===== src/rtl/mem_arbiter.sv =====
// Two-requester memory arbiter: an instruction port (imem) and a data port
// (dmem) share one memory port. The winner is chosen combinationally while
// idle, so a ready memory can finish a transfer in the request cycle. The
// owner is locked while the memory stalls. Data normally wins; a starvation
// counter gives imem the memory after STARVE_LIMIT data grants in a row.
module mem_arbiter #(
  parameter int ADDR_WIDTH   = 32,
  parameter int DATA_WIDTH   = 32,
  parameter int STARVE_LIMIT = 4
) (
  input  logic                  clk,
  input  logic                  rst_n,

  input  logic                  imem_valid_i,
  output logic                  imem_ready_o,
  input  logic [ADDR_WIDTH-1:0] imem_addr_i,
  input  logic [DATA_WIDTH-1:0] imem_wdata_i,
  input  logic [3:0]            imem_we_i,
  output logic [DATA_WIDTH-1:0] imem_rdata_o,

  input  logic                  dmem_valid_i,
  output logic                  dmem_ready_o,
  input  logic [ADDR_WIDTH-1:0] dmem_addr_i,
  input  logic [DATA_WIDTH-1:0] dmem_wdata_i,
  input  logic [3:0]            dmem_we_i,
  output logic [DATA_WIDTH-1:0] dmem_rdata_o,

  output logic                  mem_valid_o,
  input  logic                  mem_ready_i,
  output logic [ADDR_WIDTH-1:0] mem_addr_o,
  output logic [DATA_WIDTH-1:0] mem_wdata_o,
  output logic [3:0]            mem_we_o,
  input  logic [DATA_WIDTH-1:0] mem_rdata_i,

  output logic [1:0]            grant_o
);

  localparam int CNT_WIDTH = $clog2(STARVE_LIMIT + 1);
  localparam logic [CNT_WIDTH-1:0] CNT_MAX = CNT_WIDTH'(STARVE_LIMIT);

  // Owner codes double as the grant_o encoding.
  localparam logic [1:0] OWN_NONE = 2'b00;
  localparam logic [1:0] OWN_I    = 2'b01;
  localparam logic [1:0] OWN_D    = 2'b10;

  typedef enum logic [1:0] {
    IDLE   = 2'd0,
    BUSY_I = 2'd1,
    BUSY_D = 2'd2
  } state_t;

  state_t               state_reg;
  state_t               state_next;
  logic [CNT_WIDTH-1:0] starve_cnt;
  logic [1:0]           owner;        // requester connected to memory this cycle
  logic                 owner_valid;  // that requester is still asking

  // Arbitration: pick a winner while idle, otherwise stay on the locked owner.
  always_comb begin
    owner       = OWN_NONE;
    owner_valid = 1'b0;
    case (state_reg)
      IDLE: begin
        if (dmem_valid_i && (!imem_valid_i || starve_cnt != CNT_MAX)) begin
          owner = OWN_D;
        end else if (imem_valid_i) begin
          owner = OWN_I;
        end
      end
      BUSY_I:  owner = OWN_I;
      BUSY_D:  owner = OWN_D;
      default: owner = OWN_NONE;
    endcase
    if (owner == OWN_I) begin
      owner_valid = imem_valid_i;
    end else if (owner == OWN_D) begin
      owner_valid = dmem_valid_i;
    end
  end

  // State register; reset abandons any in-flight transfer.
  always_ff @(posedge clk) begin
    if (!rst_n) begin
      state_reg <= IDLE;
    end else begin
      state_reg <= state_next;
    end
  end

  // Next state: lock the owner only while its request waits on a stalled
  // memory; completion or a dropped request both return to arbitration.
  always_comb begin
    state_next = IDLE;
    case (state_reg)
      IDLE: begin
        if (owner_valid && !mem_ready_i) begin
          state_next = (owner == OWN_I) ? BUSY_I : BUSY_D;
        end
      end
      BUSY_I, BUSY_D: begin
        if (owner_valid && !mem_ready_i) begin
          state_next = state_reg;
        end
      end
      default: state_next = IDLE;
    endcase
  end

  // Output mux: route the owner's payload out and the memory's response back.
  // Everything is forced quiet while reset is held.
  always_comb begin
    grant_o      = OWN_NONE;
    mem_valid_o  = 1'b0;
    mem_addr_o   = '0;
    mem_wdata_o  = '0;
    mem_we_o     = '0;
    imem_ready_o = 1'b0;
    dmem_ready_o = 1'b0;
    imem_rdata_o = '0;
    dmem_rdata_o = '0;
    if (rst_n) begin
      case (owner)
        OWN_I: begin
          grant_o      = OWN_I;
          mem_valid_o  = imem_valid_i;
          mem_addr_o   = imem_addr_i;
          mem_wdata_o  = imem_wdata_i;
          mem_we_o     = imem_we_i;
          imem_ready_o = imem_valid_i & mem_ready_i;
          imem_rdata_o = mem_rdata_i;
        end
        OWN_D: begin
          grant_o      = OWN_D;
          mem_valid_o  = dmem_valid_i;
          mem_addr_o   = dmem_addr_i;
          mem_wdata_o  = dmem_wdata_i;
          mem_we_o     = dmem_we_i;
          dmem_ready_o = dmem_valid_i & mem_ready_i;
          dmem_rdata_o = mem_rdata_i;
        end
        default: ;
      endcase
    end
  end

  // Starvation counter: counts data transfers completed while imem waits,
  // saturating; any imem completion or an idle imem clears it.
  always_ff @(posedge clk) begin
    if (!rst_n) begin
      starve_cnt <= '0;
    end else if (!imem_valid_i || imem_ready_o) begin
      starve_cnt <= '0;
    end else if (dmem_ready_o && starve_cnt != CNT_MAX) begin
      starve_cnt <= starve_cnt + CNT_WIDTH'(1);
    end
  end

endmodule


===== config.mk =====
export PLATFORM = sky130hd
export DESIGN_NAME = mem_arbiter
export DESIGN_NICKNAME = d
export VERILOG_FILES = /design/src/rtl/mem_arbiter.sv
export SDC_FILE = /design/constraint.sdc
export NUM_CORES = 1
export LEC_CHECK = 0
export ABC_AREA = 1
export CAP_MARGIN = 20
export CORE_AREA = 2 2 119 121
export DETAILED_ROUTE_END_ITERATION = 12
export DIE_AREA = 0 0 121 123
export PLACE_DENSITY_LB_ADDON = 0.25
export REMOVE_ABC_BUFFERS = 1
export SLEW_MARGIN = 20
export SYNTH_ARGS = -nofsm -noshare
export SYNTH_HDL_FRONTEND = slang
export SYNTH_SLANG_ARGS = --single-unit

===== constraint.sdc =====
create_clock -name clk -period 3.86 [get_ports clk]
set_input_delay 0.386 -clock clk [delete_from_list [all_inputs] [get_ports clk]]
set_output_delay 0.386 -clock clk [all_outputs]
set_load 0.02 [all_outputs]

==> metrics.cfg <==
[sta]
slew_headroom_pct = 75.14
max_clock_freq_ghz = 0.2774
tightest_slew_ns = 0.3729
worst_slack_ns = 0.2555
post-route-period-util_pct = 93.38
fin_worst_skew_ns = 0.001254
setup_viol = 0
slew_violations = 0
rsz0062_at_grt = no
fin_crit_ns = 3.604
hold_viol_final = 0

[die]
chipHeight_um = 123
ios = 310
die_w_um = 121
die_area_mm2 = 0.01488
initial_core_util_pct = 13.22
rows = 43
core_mm2 = 0.01361

[finish]
multi_input_area_mm2 = 0.001383
nets = 865
n_antenna_cell = 0
finalNonFillerCells = 866
largest_register_ffs = 3
final_core_util_pct = 37.90
ff_latch_area_um2 = 100.1
final_cell_mix = clkdlybuf4s50_1, nand2_1, nor2_1
fillers = 1441
area_delta_synth_final_pct = 186.7
drive_above_1_share_pct = 3.644
layout_commonest_cell = clkdlybuf4s50_1

[placement]
portBuffers = 309
placed_cells = 862
dp_hpwl_um = 10020
dp_slack_ns = 0.2172
routabilityCongestion = 0.8277

[critical_path]
endpoint_kind = primary output
crit_required_ns = 3.47
startpoint = imem_valid_i
r2r_slack_ns = 1.68
worst_ep_arrival_time_ns = 3.22
cp-start-kind = primary input
crit_end = mem_wdata_o[26]
worstRegToRegCells = 13
critPathKind = primary input to primary output
cp_max_fo = 48
rr_startpoint = starve_cnt[0]
r2r_end = starve_cnt[1]

[power_and_ir_drop]
ir_worst_vdd_uv = 123.1
p_leak_nw = 1.968
p_per_area_mw_per_mm2 = 148.3
power.total_mw = 0.7649

[clocking]
cts.sink_count = 5
cts_hold_buf = 0
path_clk_slew_ns = 0.03
cts_made_buffers = 3
clock_path_buffers = 2
root_buffer = clkbuf_16
cts_tree = yes
clk_latency_ns = 0.22
post-cts-setup-buffers = 0
cts_resized = 0
cts_max_level = 1

[detailed_routing]
vias_per_cell = 4.029
vias = 3489
dr.pass1.iters = 4
wirelength_um = 11790
drt_iter0_drc = 82
antenna_left = 0
drt-wirelength-per-cell_um = 13.61
remaining_drc_errors = 0

[job]
max_cap_violations = 0

[global_routing]
antenna_found_initial = 0
grt_max_degree = 51
grt_pass1_wl_um = 16650
track_usage_pct = 13.85
grt-ovfl-total = 0
grt_pass1_vias = 3253

[run_status]
status = completed

[synthesis]
synth_area_mm2 = 0.001799
synth.avg_cell_area_um2 = 4.555
synthCells = 395
synthTopCellsByArea = nand2_1, a21oi_1, nor2_1
synth_top_area_share_pct = 32.96
ys_ff_latch = 5
yosysUniqueCellTypes = 16
yosys_warnings = 0
synth_seq_area_share_pct = 5.563
yosysTopAreaCell = nand2_1

[worst_hold_path]
worstHoldPathType = flop to flop

how the worst min path moves through the flow:
| stage | cells after the start | slack, ns | from | endpoint |
|---|---|---|---|---|
| after floorplan | 2 | 0.45 | state_reg[1] | state_reg[1] |
| after global placement | 2 | 0.46 | state_reg[1] | state_reg[1] |
| after detailed placement | 2 | 0.47 | state_reg[1] | state_reg[1] |
| after CTS | 2 | 0.48 | state_reg[1] | state_reg[1] |
| after global routing | 2 | 0.51 | state_reg[1] | state_reg[1] |
| final | 2 | 0.48 | state_reg[1] | state_reg[1] |
per-layer routing:
layer	global-route usage [%]	vias to the layer above	part of all wire, %
li1	-	1786	-
met1	14.61	1502	37
met2	27.77	197	52
met3	4.151	4	11
met4	1.235	0	0.50
met5	0	-	0
cell type report:
class	instances	area share (%)
timing repair buffer	317	62.09
multi-input combinational	315	26.80
tap	180	4.366
inverter	45	3.274
sequential	5	1.940
clock buffer	4	1.528
cells in the mapped netlist:
library cell / instances
buf_6: 3
a21oi_1: 64
nand4_1: 1
nand2_1: 158
ha_1: 5
nand3_1: 7
a21oi_2: 10
buf_4: 2
nor2_1: 67
inv_1: 44
o211ai_1: 2
or2_1: 1
dfxtp_1: 5
clkbuf_1: 17
buf_2: 8
inv_2: 1
cell families after synthesis:
logic type,Yosys count,synth area share (%)
simple gates,234,49.58
compound gates,76,23.50
buf+inv,75,17.87
fa+ha+maj,5,3.477
flops,5,5.564
per-stage QoR:
step                      TNS (ns)  hold WS [ns]  cell area [um^2]
after CTS                        0        0.4773              5159
after detailed placement         0        0.4721              5080
final                            0        0.4773              5159
after floorplan             -4.593        0.4496              1647
after global routing             0        0.5125              5159
after global placement           0        0.4609              5080
where the power goes:
group | total, mW | internal [mW] | switching (mW) | leakage, nW
clock network | 0.169 | 0.137 | 0.0321 | 0.0382
registers | 0.0530 | 0.0526 | 0.000424 | 0.0403
logic | 0.543 | 0.295 | 0.248 | 1.89
worst max-delay path, stage by stage:
cell and delay [ns]:
clkdlybuf4s50_1 0.55, nand3_1 0.12, nand2_1 0.08, nand4_1 0.07
nand2_1 0.10, inv_1 0.05, ha_2 0.23, or2_2 0.39
buf_12 0.22, a21oi_1 0.32, clkdlybuf4s50_1 0.68
No activity file was read; power rests on OpenSTA's default activity.
